<file path="src/rtl/mem_arbiter_pkg.sv">
// Shared definitions for the unified-memory arbiter: FSM states, owner
// encoding and the memory address/data width.
package mem_arbiter_pkg;

    localparam int MEM_W = 8;

    typedef enum logic [1:0] {
        ST_IDLE   = 2'd0,
        ST_ACCESS = 2'd1,
        ST_RESP   = 2'd2
    } state_t;

    localparam logic OWN_IF = 1'b0;
    localparam logic OWN_D  = 1'b1;

endpackage

</file>
<file path="src/rtl/mem_arb_pick.sv">
// Winner select for the shared memory port plus the fairness state.
// Default build: data has fixed priority, bounded by STARVE_LIMIT
// consecutive contested data grants.
// With MEM_ARB_RR_EN defined: round-robin between the two requesters,
// data preferred first after reset.
module mem_arb_pick
    import mem_arbiter_pkg::*;
#(
    parameter int STARVE_LIMIT = 3
) (
    input  logic clk,
    input  logic rst_n,
    input  logic if_req,
    input  logic d_req,
    input  logic arb_en,
    output logic winner,
    output logic fire
);

    logic contested_s;
    logic winner_s;
    logic fire_s;

`ifdef MEM_ARB_RR_EN
    logic last_r;

    // Contested grants alternate; uncontested grants go to the lone requester.
    always_comb begin
        contested_s = if_req & d_req;
        fire_s      = arb_en & (if_req | d_req);
        if (contested_s) begin
            winner_s = ~last_r;
        end else begin
            winner_s = d_req ? OWN_D : OWN_IF;
        end
    end

    // Remember the owner of the most recent grant (fetch after reset, so data wins first).
    always_ff @(posedge clk or negedge rst_n) begin
        if (!rst_n) begin
            last_r <= OWN_IF;
        end else if (fire_s) begin
            last_r <= winner_s;
        end else begin
            last_r <= last_r;
        end
    end
`else
    localparam logic [3:0] LIMIT = 4'(STARVE_LIMIT);

    logic [3:0] starve_cnt_r;
    logic       starve_hit_s;

    // Data wins unless fetch has been passed over LIMIT times in a row.
    always_comb begin
        contested_s  = if_req & d_req;
        fire_s       = arb_en & (if_req | d_req);
        starve_hit_s = (starve_cnt_r >= LIMIT);
        if (contested_s) begin
            winner_s = starve_hit_s ? OWN_IF : OWN_D;
        end else begin
            winner_s = d_req ? OWN_D : OWN_IF;
        end
    end

    // Count data grants taken while fetch was waiting; any other grant clears it.
    always_ff @(posedge clk or negedge rst_n) begin
        if (!rst_n) begin
            starve_cnt_r <= 4'd0;
        end else if (fire_s && (winner_s == OWN_D) && if_req) begin
            starve_cnt_r <= (starve_cnt_r == 4'd15) ? 4'd15 : starve_cnt_r + 4'd1;
        end else if (fire_s) begin
            starve_cnt_r <= 4'd0;
        end else begin
            starve_cnt_r <= starve_cnt_r;
        end
    end
`endif

    assign winner = winner_s;
    assign fire   = fire_s;

endmodule

</file>
<file path="src/rtl/mem_arbiter.sv">
// Sequencer/arbiter for the unified 256x8 program/data memory. Serialises
// fetch and load/store traffic through IDLE -> ACCESS -> RESP, drives the
// memory strobes from registers and returns read data with a valid pulse.
// Arbitration policy is selected by MEM_ARB_RR_EN (see mem_arb_pick).
module mem_arbiter
    import mem_arbiter_pkg::*;
#(
    parameter int WAIT_CYCLES  = 0,
    parameter int STARVE_LIMIT = 3
) (
    input  logic             clk,
    input  logic             rst_n,
    input  logic             if_req,
    input  logic [MEM_W-1:0] if_addr,
    output logic             if_gnt,
    output logic             if_valid,
    output logic [MEM_W-1:0] if_rdata,
    input  logic             d_req,
    input  logic             d_we,
    input  logic [MEM_W-1:0] d_addr,
    input  logic [MEM_W-1:0] d_wdata,
    output logic             d_gnt,
    output logic             d_valid,
    output logic [MEM_W-1:0] d_rdata,
    output logic [MEM_W-1:0] mem_addr,
    output logic [MEM_W-1:0] mem_wdata,
    output logic             mem_rd,
    output logic             mem_wr,
    input  logic [MEM_W-1:0] mem_rdata,
    output logic             busy
);

    localparam logic [7:0] WAIT_LAST = 8'(WAIT_CYCLES);

    state_t           state_r;
    logic             own_r;
    logic             we_r;
    logic [7:0]       wait_cnt_r;
    logic             winner_s;
    logic             fire_s;
    logic             grant_s;
    logic             sel_we_s;
    logic [MEM_W-1:0] sel_addr_s;
    logic [MEM_W-1:0] sel_wdata_s;
    logic             last_s;

    mem_arb_pick #(.STARVE_LIMIT(STARVE_LIMIT)) u_pick (
        .clk    (clk),
        .rst_n  (rst_n),
        .if_req (if_req),
        .d_req  (d_req),
        .arb_en (state_r == ST_IDLE),
        .winner (winner_s),
        .fire   (fire_s)
    );

    // Grant is combinational in IDLE; gated by rst_n so nothing leaks during reset.
    always_comb begin
        grant_s = fire_s & rst_n;
        last_s  = (wait_cnt_r == WAIT_LAST);
        if (winner_s == OWN_D) begin
            sel_we_s    = d_we;
            sel_addr_s  = d_addr;
            sel_wdata_s = d_wdata;
        end else begin
            sel_we_s    = 1'b0;
            sel_addr_s  = if_addr;
            sel_wdata_s = {MEM_W{1'b0}};
        end
    end

    assign if_gnt = grant_s & (winner_s == OWN_IF);
    assign d_gnt  = grant_s & (winner_s == OWN_D);

    // Transaction FSM; all memory strobes and response outputs are registered here.
    always_ff @(posedge clk or negedge rst_n) begin
        if (!rst_n) begin
            state_r    <= ST_IDLE;
            own_r      <= OWN_IF;
            we_r       <= 1'b0;
            wait_cnt_r <= 8'd0;
            mem_addr   <= {MEM_W{1'b0}};
            mem_wdata  <= {MEM_W{1'b0}};
            mem_rd     <= 1'b0;
            mem_wr     <= 1'b0;
            if_valid   <= 1'b0;
            if_rdata   <= {MEM_W{1'b0}};
            d_valid    <= 1'b0;
            d_rdata    <= {MEM_W{1'b0}};
            busy       <= 1'b0;
        end else begin
            case (state_r)
                ST_IDLE: begin
                    if_valid <= 1'b0;
                    d_valid  <= 1'b0;
                    if_rdata <= {MEM_W{1'b0}};
                    d_rdata  <= {MEM_W{1'b0}};
                    if (grant_s) begin
                        state_r    <= ST_ACCESS;
                        busy       <= 1'b1;
                        own_r      <= winner_s;
                        we_r       <= sel_we_s;
                        wait_cnt_r <= 8'd0;
                        mem_addr   <= sel_addr_s;
                        mem_wdata  <= sel_wdata_s;
                        mem_rd     <= ~sel_we_s;
                        mem_wr     <= sel_we_s & (WAIT_LAST == 8'd0);
                    end else begin
                        state_r   <= ST_IDLE;
                        busy      <= 1'b0;
                        mem_addr  <= {MEM_W{1'b0}};
                        mem_wdata <= {MEM_W{1'b0}};
                        mem_rd    <= 1'b0;
                        mem_wr    <= 1'b0;
                    end
                end
                ST_ACCESS: begin
                    if (last_s) begin
                        state_r   <= ST_RESP;
                        mem_addr  <= {MEM_W{1'b0}};
                        mem_wdata <= {MEM_W{1'b0}};
                        mem_rd    <= 1'b0;
                        mem_wr    <= 1'b0;
                        if (own_r == OWN_D) begin
                            d_valid <= 1'b1;
                            d_rdata <= we_r ? {MEM_W{1'b0}} : mem_rdata;
                        end else begin
                            if_valid <= 1'b1;
                            if_rdata <= mem_rdata;
                        end
                    end else begin
                        wait_cnt_r <= wait_cnt_r + 8'd1;
                        mem_wr     <= we_r & ((wait_cnt_r + 8'd1) == WAIT_LAST);
                    end
                end
                ST_RESP: begin
                    state_r  <= ST_IDLE;
                    busy     <= 1'b0;
                    if_valid <= 1'b0;
                    d_valid  <= 1'b0;
                    if_rdata <= {MEM_W{1'b0}};
                    d_rdata  <= {MEM_W{1'b0}};
                end
                default: begin
                    state_r   <= ST_IDLE;
                    busy      <= 1'b0;
                    mem_addr  <= {MEM_W{1'b0}};
                    mem_wdata <= {MEM_W{1'b0}};
                    mem_rd    <= 1'b0;
                    mem_wr    <= 1'b0;
                    if_valid  <= 1'b0;
                    d_valid   <= 1'b0;
                end
            endcase
        end
    end

endmodule

</file>
<file path="config.mk">
export PLATFORM = sky130hd
export DESIGN_NAME = mem_arbiter
export DESIGN_NICKNAME = d
export VERILOG_FILES = /design/src/rtl/mem_arbiter_pkg.sv /design/src/rtl/mem_arb_pick.sv /design/src/rtl/mem_arbiter.sv
export SDC_FILE = /design/constraint.sdc
export NUM_CORES = 1
export LEC_CHECK = 0
export ABC_CLOCK_PERIOD_IN_PS = 2300
export BUFFER_PORTS_ARGS = -buffer_cell sky130_fd_sc_hd__buf_2
export CORE_MARGIN = 8
export CORE_UTILIZATION = 30
export CTS_CLUSTER_DIAMETER = 100
export DETAILED_ROUTE_END_ITERATION = 12
export PLACE_DENSITY_LB_ADDON = 0.25
export SLEW_MARGIN = 25
export SYNTH_ARGS = -nofsm -noshare
export SYNTH_HDL_FRONTEND = slang
export SYNTH_HIERARCHICAL = 1
export SYNTH_SLANG_ARGS = --single-unit
</file>
<file path="constraint.sdc">
create_clock -name clk -period 2.3 [get_ports clk]
set_input_delay 0.115 -clock clk [delete_from_list [all_inputs] [get_ports clk]]
set_output_delay 0.115 -clock clk [all_outputs]
set_load 0.05 [all_outputs]
</file>
Word level (Yosys, flattened, before mapping):

Cells that the tools add are included.

* logic and storage cells: 92
* register bits after elaboration: 53
* output and inout bits: 39
* input port bits: 37

* add/subtract/negate cells: 2
* order comparisons: 1
* bitwise logic cells: 10
* mux-type cells: 41
* reduce and logical (&&, ||, !) cells: 16
* eq/ne operators: 8

Operator list (count)
* 2-to-1 mux 8 bit: 12
* one-hot mux 8 bit (2 select lines): 3
* one-hot mux 8 bit (3 select lines): 2
* logical NOT 8 bit: 2
* 2-to-1 mux 1 bit: 16
* 2-to-1 mux 4 bit: 3
* != test 2 bit, second input constant: 5
* AND reduction 3 bit: 3
* adder 8 x 1 -> 8 bit, second input constant: 1
* AND reduction 2 bit: 4
* AND 1 bit: 6
* one-hot mux 1 bit (3 select lines): 2
* nonzero test 2 bit: 3
* adder 4 x 1 -> 4 bit, second input constant: 1
* == test 4 bit, second input constant: 1
* >= comparator 4 x 2 -> 1 bit, second input constant: 1
* one-hot mux 2 bit (2 select lines): 1
* inverter 1 bit: 3
* == test 2 x 1 -> 1 bit, second input constant: 1
* == test 2 bit, second input constant: 1
* logical AND 1 bit: 2
* logical NOT 2 bit: 1
* 2-to-1 mux 2 bit: 1
* one-hot mux 1 bit (2 select lines): 1
* other kinds (2): 2

Depth between registers and ports, before layout:

Gate-level depths: netlist of the first run.

* word-level depth: 7
* mapped depth: 8
* depth with buffers taken out: 7

Cells and area by module:

Netlist of the first run, hierarchy kept.

Modules (own cells, without submodules)
* mem_arbiter: area each 2283.4 um2, seq. area each 1226.2 um2, instances 1, cells an instance 216
* mem_arb_pick: area each 190.2 um2, seq. area each 100.1 um2, instances 1, cells an instance 15

Least setup slack after synthesis of the first run:

No wires, ideal clock.

* path kind: register to register
* start point: register u_pick.starve_cnt_r[0]
* end point: register mem_wdata[0]
* arrival: 2.131 ns
* slack: 0.102 ns
* buffers on the path: 1
* stages on the path, launching flop included: 8
* setup time: 0.067 ns
* data required time: 2.233 ns
* clock period less this slack: 2.198 ns
* cell sequence: dfrtp_1 > ha_1 > or3_4 > a21boi_2 > and3_1 > and2_1 > clkbuf_1 > a22o_1

* longest elaborated chain between the ends: 6

RTL lines
* from (decl): RTL line mem_arb_pick.sv:51 `logic [3:0] starve_cnt_r;`
* from (signal assigned): RTL line mem_arb_pick.sv:71 `starve_cnt_r <= (starve_cnt_r == 4'd15) ? 4'd15 : starve_cnt_r + 4'd1;`
* from (signal assigned): RTL line mem_arb_pick.sv:75 `starve_cnt_r <= starve_cnt_r;`
* >= comparator 4 x 2 -> 1 bit: RTL line mem_arb_pick.sv:58 `starve_hit_s = (starve_cnt_r >= LIMIT);`
* 2-to-1 mux 1 bit: RTL line mem_arb_pick.sv:60 `winner_s = starve_hit_s ? OWN_IF : OWN_D;`
* 2-to-1 mux 1 bit: RTL line mem_arb_pick.sv:59 `if (contested_s) begin`
* net winner_s: RTL line mem_arbiter.sv:39 `logic winner_s;`
* 2-to-1 mux 8 bit: RTL line mem_arbiter.sv:61 `if (winner_s == OWN_D) begin`
* 2-to-1 mux 8 bit: RTL line mem_arbiter.sv:98 `if (grant_s) begin`
* one-hot mux 8 bit (3 select lines): RTL line mem_arbiter.sv:92 `case (state_r)`
* to (signal assigned): RTL line mem_arbiter.sv:83 `mem_wdata <= {MEM_W{1'b0}};`
* to (signal assigned): RTL line mem_arbiter.sv:105 `mem_wdata <= sel_wdata_s;`
* to (signal assigned): RTL line mem_arbiter.sv:112 `mem_wdata <= {MEM_W{1'b0}};`
* to (decl): RTL line mem_arbiter.sv:26 `output logic [MEM_W-1:0] mem_wdata,`

The timed path passes the listed nets, and every way through them passes these cells.
A chain may end at the register's enable or synchronous reset.

Worst setup path in the final report of the first run:

* start point: register u_pick.starve_cnt_r[0]
* end point: output port if_gnt

* longest elaborated chain between the ends: 5

RTL lines
* >= comparator 4 x 2 -> 1 bit: RTL line mem_arb_pick.sv:58
* 2-to-1 mux 1 bit: RTL line mem_arb_pick.sv:60
* 2-to-1 mux 1 bit: RTL line mem_arb_pick.sv:59
* net winner_s: RTL line mem_arbiter.sv:39
* inverter 1 bit: RTL line mem_arbiter.sv:72 `assign if_gnt = grant_s & (winner_s == OWN_IF);`
* AND 1 bit: RTL line mem_arbiter.sv:72
* to (decl): RTL line mem_arbiter.sv:15 `output logic if_gnt,`

The timed path passes the listed nets, and every way through them passes these cells.

==> metrics.csv, run 1 <==
metric,value,unit
areaGrowthSynthToFinish,25.95,%
synth_top_area_cell,dfrtp_1,
fill_cells,844,
slew_headroom,52.09,%
chipWidth,106.8,um
synth_top_family_by_area,compound AO/OA/AOI/OAI gates,
die_h,106.8,um
critPathCaptureType,output port,
synth_ff_type,dfrtp_1,
synth_commonest_cells,"dfrtp_1, nand2_1, nand3_1",
antenna_found_initial,0,
reg2reg_depth,6,
drc_errors,0,
rows,33,
htree_levels,2,
port_buffers,75,
maxCapViolations,0,
ir_drop,0.4304,mV
pwr_density_cell,847.3,nW/um2
hold_slack,0.01478,ns
final_cells,420,
fin_ws,0.2844,ns
dieArea,11410,um2
finalSetupViolCount,0,
synthDominantCellAreaShare,53.62,%
fin_crit_sh,87.64,%
worstMarginPinSlew,0.7186,ns
design_area,3115,um2
clk_path_buf_depth,2,
io_pins,76,
worst_ep_arrival_time,1.90,ns
yosys-top-cells-area,"dfrtp_1, o2bb2ai_1, nand3_1",
skew,0.008148,ns
syn-mean-instance-area,10.71,um2
drive_gt1_share,33.97,%
multiInputGateArea,1030,um2
pre_cts_slack,0.2759,ns
hold_depth,2,
cts_buffers,5,
leakage,1.590,nW
initialDrtViolationCount,62,
vias,2001,
routed_via_density,4.764,
clock_latency,0.31,ns
track_usage,11.38,%
numPlacedInstances,410,
worstSetupPathType,register to output port,
crit_required,2.18,ns
path_clk_slew,0.11,ns
utilization,38.50,%
r2r_slack,0.29,ns
clkSinkCount,53,
synth-async-reset-ratio,100.0,%
synth_compound_area_share,17.65,%
drt_pre_antenna_iters,4,
ctsRootBufferMaster,clkbuf_8,
yosysSeqAreaShare,53.62,%
drt-total-wl,6311,um
gp_congestion,0.7631,
critPathMaxFanout,10,
overflow,0,
synthAdderAreaFrac,2.023,%
clock.fmax,496.1,MHz
synth-edff-count,0,
hpwl,4759,um
cts_tree,yes,
slew_violations,0,
total_power,2.640,mW
fin_tns_setup,0,ns
core,8093,um2
post-route-min-period,2.016,ns
dpl-instance-area,3002,um2
synth_mux_area_share,3.237,%
status,"complete, no violations",
ys_types,45,
start_kind,register,
synthXorXnorAreaFrac,1.416,%
yosysWarnings,6,
n_antenna_cell,0,
fin_nets,355,
wl_per_cell,15.03,um
grt_max_degree,49,
hold_violations,0,
synth.most_common_cell,dfrtp_1,
grt_pass1_vias,2164,
initial_core_util,30.57,%
syn_area,2474,um2
min_path_type,input pin to register,
rsz0062_at_grt,false,
synthesis.nets,272,
ctsResizeCount,0,
antenna_left,0,
synth-simple-area-share,17.30,%
ys_ff_latch,53,
regArea,1326,um2
synth_cells,231,
grt_pass1_wl,10730,um
## metal layers
layer / wire, um / part of all wire, % / global-route usage [%]
met3: 368 / 5.8 / 3.839
met4: 25 / 0.40 / 2.714
met5: 0 / 0 / 0
met2: 2942 / 47 / 17.50
met1: 2974 / 47 / 15.02
## cell type report
type                            count  share of cell area (%)
Clock buffer                        5                   2.209
Clock inverter                      3                  0.8032
Inverter                            7                  0.8434
Multi-Input combinational cell    155                   33.05
Sequential cell                    53                   42.57
Tap cell                          105                   4.217
Timing Repair Buffer               92                   16.31
## worst max-delay path, stage by stage, from the launching register on
cell and delay, ns:
dfrtp_1 0.40, ha_1 0.20, or3_4 0.34, a21boi_2 0.16, buf_4 0.21, nor2_1 0.07
buf_2 0.21
## logic make-up after synthesis
kind of cell               after synthesis
muxes                                    8
xor gates and xnor gates                 4
DFF                                     53
buffers and inverters                   23
and+or+nand+nor                         80
adders and majority gates                4
AOI/OAI and AO/OA                       59
## registers in the layout, indices dropped and copies added, names as in the netlist
| signal | flops |
|---|---|
| mem_wr | 1 |
| u_pick/starve_cnt_r | 4 |
| d_valid | 1 |
| wait_cnt_r | 8 |
| if_rdata | 8 |
| we_r | 1 |
| mem_rd | 1 |
| state_r | 2 |
| busy | 1 |
| mem_wdata | 8 |
| d_rdata | 8 |
| own_r | 1 |
| mem_addr | 8 |
| if_valid | 1 |
## power breakdown
part           leakage [nW]  internal [mW]  switching [mW]
logic                 0.819          0.260           0.672
clock network        0.0452          0.223           0.333
registers             0.726           1.05          0.0988
## cell usage in the layout (no fill, tap or decap), types with 2 or more instances in the layout
cell	n
buf_2	75
dfrtp_1	53
nand2_1	25
nand3_1	22
buf_4	15
o2bb2ai_1	13
o21ai_0	10
a22o_1	9
o21ai_1	9
mux2i_1	8
nor2_1	7
inv_1	6
clkbuf_8	5
and3_1	4
ha_1	4
and2_1	3
xnor2_1	3
a21oi_1	3
a21o_1	3
nand4_1	3
or3_1	2
nor2b_1	2
nor3_1	2
a211o_1	2
nand2b_1	2
nand4b_1	2
inv_6	2
dlygate4sd3_1	2
## final timing paths
path / startpoint / endpoint
setup / recovery: u_pick/starve_cnt_r[0] / if_gnt
hold / removal: d_wdata[0] / mem_wdata[0]
setup reg to reg: wait_cnt_r[1] / mem_wdata[5]
hold reg to reg: busy / busy
max in group asynchronous: rst_n / wait_cnt_r[0]
min in group asynchronous: rst_n / mem_addr[3]
## timing repair
item,4_1_cts,5_1_grt
hold buffers,2,0
buffers inserted,0,0
hold endpoints to repair,6,0
Note: power is estimated with default switching activity, not from simulation.
==> run 2, diff against run 1 <==
--- a/config.mk
+++ b/config.mk
@@ -6,12 +6,13 @@
 export NUM_CORES = 1
 export LEC_CHECK = 0
 export ABC_CLOCK_PERIOD_IN_PS = 2300
-export BUFFER_PORTS_ARGS = -buffer_cell sky130_fd_sc_hd__buf_2
+export BUFFER_PORTS_ARGS = -buffer_cell sky130_fd_sc_hd__clkbuf_2
 export CORE_MARGIN = 8
 export CORE_UTILIZATION = 30
 export CTS_CLUSTER_DIAMETER = 100
 export DETAILED_ROUTE_END_ITERATION = 12
 export PLACE_DENSITY_LB_ADDON = 0.25
+export REMOVE_ABC_BUFFERS = 1
 export SLEW_MARGIN = 25
 export SYNTH_ARGS = -nofsm -noshare
 export SYNTH_HDL_FRONTEND = slang
==> metrics.csv, run 2 (synthesis gave the netlist of run 1 again) <==
metric,value,unit,change
hold_depth,2,,unchanged
dieArea,11410,um2,unchanged
crit_slowest_cell,or4b_4,,
io_pins,76,,unchanged
critPathCaptureType,register,,
worstSetupPathType,register to register,,
drt-total-wl,6132,um,-2.8%
grt_pass1_wl,10660,um,-0.64%
design_area,3112,um2,-0.12%
antenna_found_initial,0,,unchanged
ctsRootBufferMaster,clkbuf_8,,
cts_setup_buffers,0,,unchanged
post-route-min-period,2.067,ns,+0.05180 ns
cellInternalPower,1.664,mW,+8.4%
busiest_layer,met2,,
grt_pass1_vias,2218,,+2.5%
clkPwrFrac,24.1,%,+3.1 points
slew_violations,0,,unchanged
r2r_end,wait_cnt_r[5],,
grt.met1_usage,14.43,%,-0.59 points
dpl-instance-area,2972,um2,-1.0%
crit_family,simple AND/OR/NAND/NOR gates,,
drt_pre_antenna_iters,4,,unchanged
overflow,0,,unchanged
p_comb_share,34.0,%,-1.3 points
holdBufCountCts,2,,unchanged
utilization,38.45,%,-0.046 points
min_to,mem_wdata[5],,
met3_usage,4.979,%,+1.1 points
critical_path.n_buffers_inverters,2,,unchanged
slowest_delay,0.50,ns,+0.10 ns
ctsResizeCount,0,,unchanged
crit_required,2.52,ns,+0.34 ns
critical_path.cell_chain,"inv_1, ha_1, or4b_4, o21ai_4, and2_1, inv_2, o221ai_1",,
core,8093,um2,unchanged
slew_headroom,51.92,%,-0.17 points
fin_nets,351,,-1.1%
use_met2,17.23,%,-0.27 points
clk_path_buf_depth,2,,unchanged
drc_errors,0,,unchanged
cts_tree,yes,,
vias,1989,,-0.60%
switchingPower,1.087,mW,-1.5%
routed_via_density,4.781,,+0.36%
ir_drop,0.4280,mV,-0.57%
clock.fmax,483.7,MHz,-2.5%
skew,0.006006,ns,-0.002142 ns
r2r_slack,0.23,ns,-0.06 ns
initialDrtViolationCount,62,,unchanged
hpwl,4620,um,-2.9%
htree_levels,2,,unchanged
wl_per_cell,14.74,um,-1.9%
cts_buffers,5,,unchanged
r2r_start,wait_cnt_r[0],,
final_cell_mix,"clkbuf_2, dfrtp_1, nand2_1",,
track_usage,11.36,%,-0.017 points
clock_latency,0.31,ns,about the same
clkSinkCount,53,,unchanged
rsz0062_at_grt,false,,
reg2reg_depth,7,,+1
hold_slack,0.01467,ns,-0.0001098 ns
final_common_cell,clkbuf_2,,
pwr_density_cell,884.3,nW/um2,+4.4%
critPathMaxFanout,7,,-3
fin_crit_sh,89.89,%,+2.3 points
chipWidth,106.8,um,unchanged
leakage,1.560,nW,-1.9%
worst_ep_arrival_time,2.28,ns,+0.38 ns
initial_core_util,30.57,%,unchanged
min_path_type,input pin to register,,
worstHoldStart,d_wdata[5],,
grt_max_degree,46,,-6.1%
fin_tns_setup,0,ns,unchanged
seqPwrFrac,41.9,%,-1.7 points
rows,33,,unchanged
n_antenna_cell,0,,unchanged
status,"complete, no violations",,
worstMarginPinSlew,0.7212,ns,+0.002551 ns
drive_gt1_share,33.12,%,-0.85 points
hold_violations,0,,unchanged
finalSetupViolCount,0,,unchanged
antenna_left,0,,unchanged
port_buffers,75,,unchanged
swShare,39.51,%,-2.3 points
start_kind,register,,
gp_congestion,0.8220,,+7.7%
maxCapViolations,0,,unchanged
areaGrowthSynthToFinish,25.80,%,
path_clk_slew,0.10,ns,about the same
die_h,106.8,um,unchanged
-- run 2: routing by layer --
layer  vias up  wire length (um)
met5         -                 0
met4         0                67
met3         7               571
met2        68              2587
met1       926              2905
li1        988                 -
-- run 2: final cells by class --
cell class                      instances  area, um2
Tap cell                              105      131.4
Sequential cell                        53       1326
Clock buffer                            6      82.58
Timing Repair Buffer                   88      478.0
Inverter                                7      26.28
Fill cell                             831       4981
Clock inverter                          2      37.54
Multi-Input combinational cell        155       1030
-- run 2: worst max path at each step --
stage | cells past startpoint | startpoint | slack [ns] | end
2_1_floorplan | 6 | u_pick/starve_cnt_r[0] | -0.20 | mem_wdata[0]
3_5_place_dp | 6 | wait_cnt_r[0] | 0.24 | mem_wdata[7]
5_1_grt | 6 | wait_cnt_r[0] | 0.09 | mem_wdata[2]
3_3_place_gp | 6 | wait_cnt_r[0] | 0.30 | mem_wdata[0]
4_1_cts | 6 | u_pick/starve_cnt_r[0] | 0.22 | if_gnt
6_report | 7 | wait_cnt_r[0] | 0.23 | wait_cnt_r[5]
-- run 2: power groups by stage --
stage | combinational, mW | sequential, mW | clock [mW]
after global routing | 1.02 | 1.17 | 0.722
after CTS | 0.953 | 1.15 | 0.693
after global placement | 0.938 | 1.17 | 0
after detailed placement | 0.952 | 1.17 | 0
final | 0.935 | 1.15 | 0.664
after floorplan | 0.308 | 1.48 | 0
-- run 2: worst reg2reg max path, cell delays in order (launching register included) --
cell	delay, ns
dfrtp_1	0.45
inv_1	0.08
ha_1	0.15
or4b_4	0.50
o21ai_4	0.21
and2_1	0.32
inv_2	0.06
o221ai_1	0.20
-- run 2: metrics by stage --
stage	setup slack, ns	cells	total power, mW
floorplan	-0.1970	215	1.785
global placement	0.3030	406	2.112
detailed placement	0.2436	406	2.123
CTS	0.2224	416	2.800
global route	0.09358	416	2.920
finish	0.2326	416	2.752
==> run 3, diff against run 2 <==
--- a/config.mk
+++ b/config.mk
@@ -8,7 +8,7 @@
 export ABC_CLOCK_PERIOD_IN_PS = 2300
 export BUFFER_PORTS_ARGS = -buffer_cell sky130_fd_sc_hd__clkbuf_2
 export CORE_MARGIN = 8
-export CORE_UTILIZATION = 30
+export CORE_UTILIZATION = 50
 export CTS_CLUSTER_DIAMETER = 100
 export DETAILED_ROUTE_END_ITERATION = 12
 export PLACE_DENSITY_LB_ADDON = 0.25
==> metrics.csv, run 3 (synthesis gave the netlist of run 1 again) <==
metric,value,unit,change
final_common_cell,clkbuf_2,,
grt_pass1_wl,9522,um,-11%
critPathCaptureType,register,,
n_antenna_cell,0,,unchanged
top_layer,met4,,
route.met3.wl,458,um,-20%
worstSetupPathType,register to register,,
worst_ep_arrival_time,2.33,ns,+0.05 ns
cts_tree,yes,,
total_power,2.725,mW,-0.97%
fin_crit_sh,92.58,%,+2.7 points
drt_pre_antenna_iters,4,,unchanged
path_clk_slew,0.09,ns,about the same
skew,0.01324,ns,+0.007235 ns
wl_per_cell,14.85,um,+0.76%
initial_core_util,52.03,%,+21 points
drive_gt1_share,33.33,%,+0.21 points
utilization,64.37,%,+26 points
drt-total-wl,5629,um,-8.2%
htree_levels,2,,unchanged
initialDrtViolationCount,105,,+69%
dr_wl_met2,2483,um,-4.0%
dieArea,7454,um2,-35%
min_path_type,input pin to register,,
start_kind,register,,
chipWidth,86.34,um,-19%
die_h,86.34,um,-19%
cts_buffers,5,,unchanged
track_usage,15.91,%,+4.5 points
clk_path_buf_depth,2,,unchanged
vias,1988,,-0.050%
finalSetupViolCount,0,,unchanged
grt_max_degree,41,,-11%
post-route-min-period,2.129,ns,+0.06196 ns
routedLengthMet1,2609,um,-10%
port_buffers,75,,unchanged
reg2reg_depth,6,,-1
crit_required,2.50,ns,-0.02 ns
grt_pass1_vias,2092,,-5.7%
clock.fmax,469.6,MHz,-2.9%
hold_violations,0,,unchanged
overflow,0,,unchanged
pwr_density_cell,890.4,nW/um2,+0.69%
clkSinkCount,53,,unchanged
hpwl,4349,um,-5.9%
final_cell_mix,"clkbuf_2, dfrtp_1, nand2_1",,
hold_depth,2,,unchanged
gp_congestion,0.8271,,+0.62%
routed_via_density,5.245,,+9.7%
areaGrowthSynthToFinish,23.72,%,
worstMarginPinSlew,0.7167,ns,-0.004477 ns
fin_nets,352,,+0.28%
leakage,1.564,nW,+0.24%
io_pins,76,,unchanged
rows,25,,-24%
maxCapViolations,0,,unchanged
slew_headroom,52.21,%,+0.30 points
drc_errors,0,,unchanged
ir_drop,0.4954,mV,+16%
status,"complete, no violations",,
critPathMaxFanout,17,,+10
antenna_found_initial,0,,unchanged
clock_latency,0.31,ns,about the same
rsz0062_at_grt,false,,
antenna_left,0,,unchanged
slew_violations,0,,unchanged
ctsRootBufferMaster,clkbuf_8,,
cts_setup_buffers,0,,unchanged
core,4755,um2,-41%
-- run 3: cell type report --
class | instances | area [um2]
Tap cell | 67 | 83.83
Inverter | 7 | 26.28
Multi-Input combinational cell | 155 | 1030
Timing Repair Buffer | 89 | 483.0
Clock inverter | 2 | 38.79
Sequential cell | 53 | 1326
Fill cell | 409 | 1694
Clock buffer | 6 | 72.57
-- run 3: layer usage --
| layer | track usage, % | vias up |
|---|---|---|
| li1 | - | 989 |
| met1 | 19.74 | 915 |
| met2 | 24.38 | 74 |
| met3 | 6.238 | 10 |
| met4 | 5.790 | 0 |
| met5 | 0 | - |
-- run 3: worst max-delay path, stage by stage (launching register included) --
cell and delay [ns]:
dfrtp_1 0.44, inv_1 0.08, ha_1 0.16, or4b_4 0.50, o21ai_4 0.27, o21ai_2 0.26, a22o_1 0.30
-- run 3: report_power, final --
part	internal [mW]	leakage [nW]	total [mW]	switching, mW
logic	0.273	0.783	0.940	0.667
clock network	0.327	0.0554	0.630	0.304
registers	1.05	0.726	1.15	0.101
total	1.65	1.56	2.72	1.07
-- run 3: final timing paths --
kind	from	endpoint	slack [ns]
min in group asynchronous	rst_n	mem_addr[3]	0.27
worst min-delay path	d_wdata[3]	mem_wdata[3]	0.01
worst min register to register	mem_addr[1]	mem_addr[1]	0.50
worst max register to register	wait_cnt_r[0]	mem_wdata[4]	0.17
max in group asynchronous	rst_n	wait_cnt_r[1]	1.19
worst max-delay path	wait_cnt_r[0]	mem_wdata[4]	0.17
-- run 3: through the flow --
step	hold slack, ns	instance area, um2	setup TNS, ns	std cells	setup WS [ns]
6_report	0.01402	3060	0	379	0.1706
5_1_grt	0.01146	3060	0	379	0.04686
4_1_cts	0.009000	3060	0	379	0.1767
3_5_place_dp	0.06061	2939	0	370	0.1883
3_3_place_gp	0.05140	2939	0	370	0.2316
2_1_floorplan	-0.1806	2382	-2.014	215	-0.1970
-- run 3: timing repair --
action	CTS	global route
hold buffers	1	0
resized for setup	0	0
hold endpoints to repair	13	0
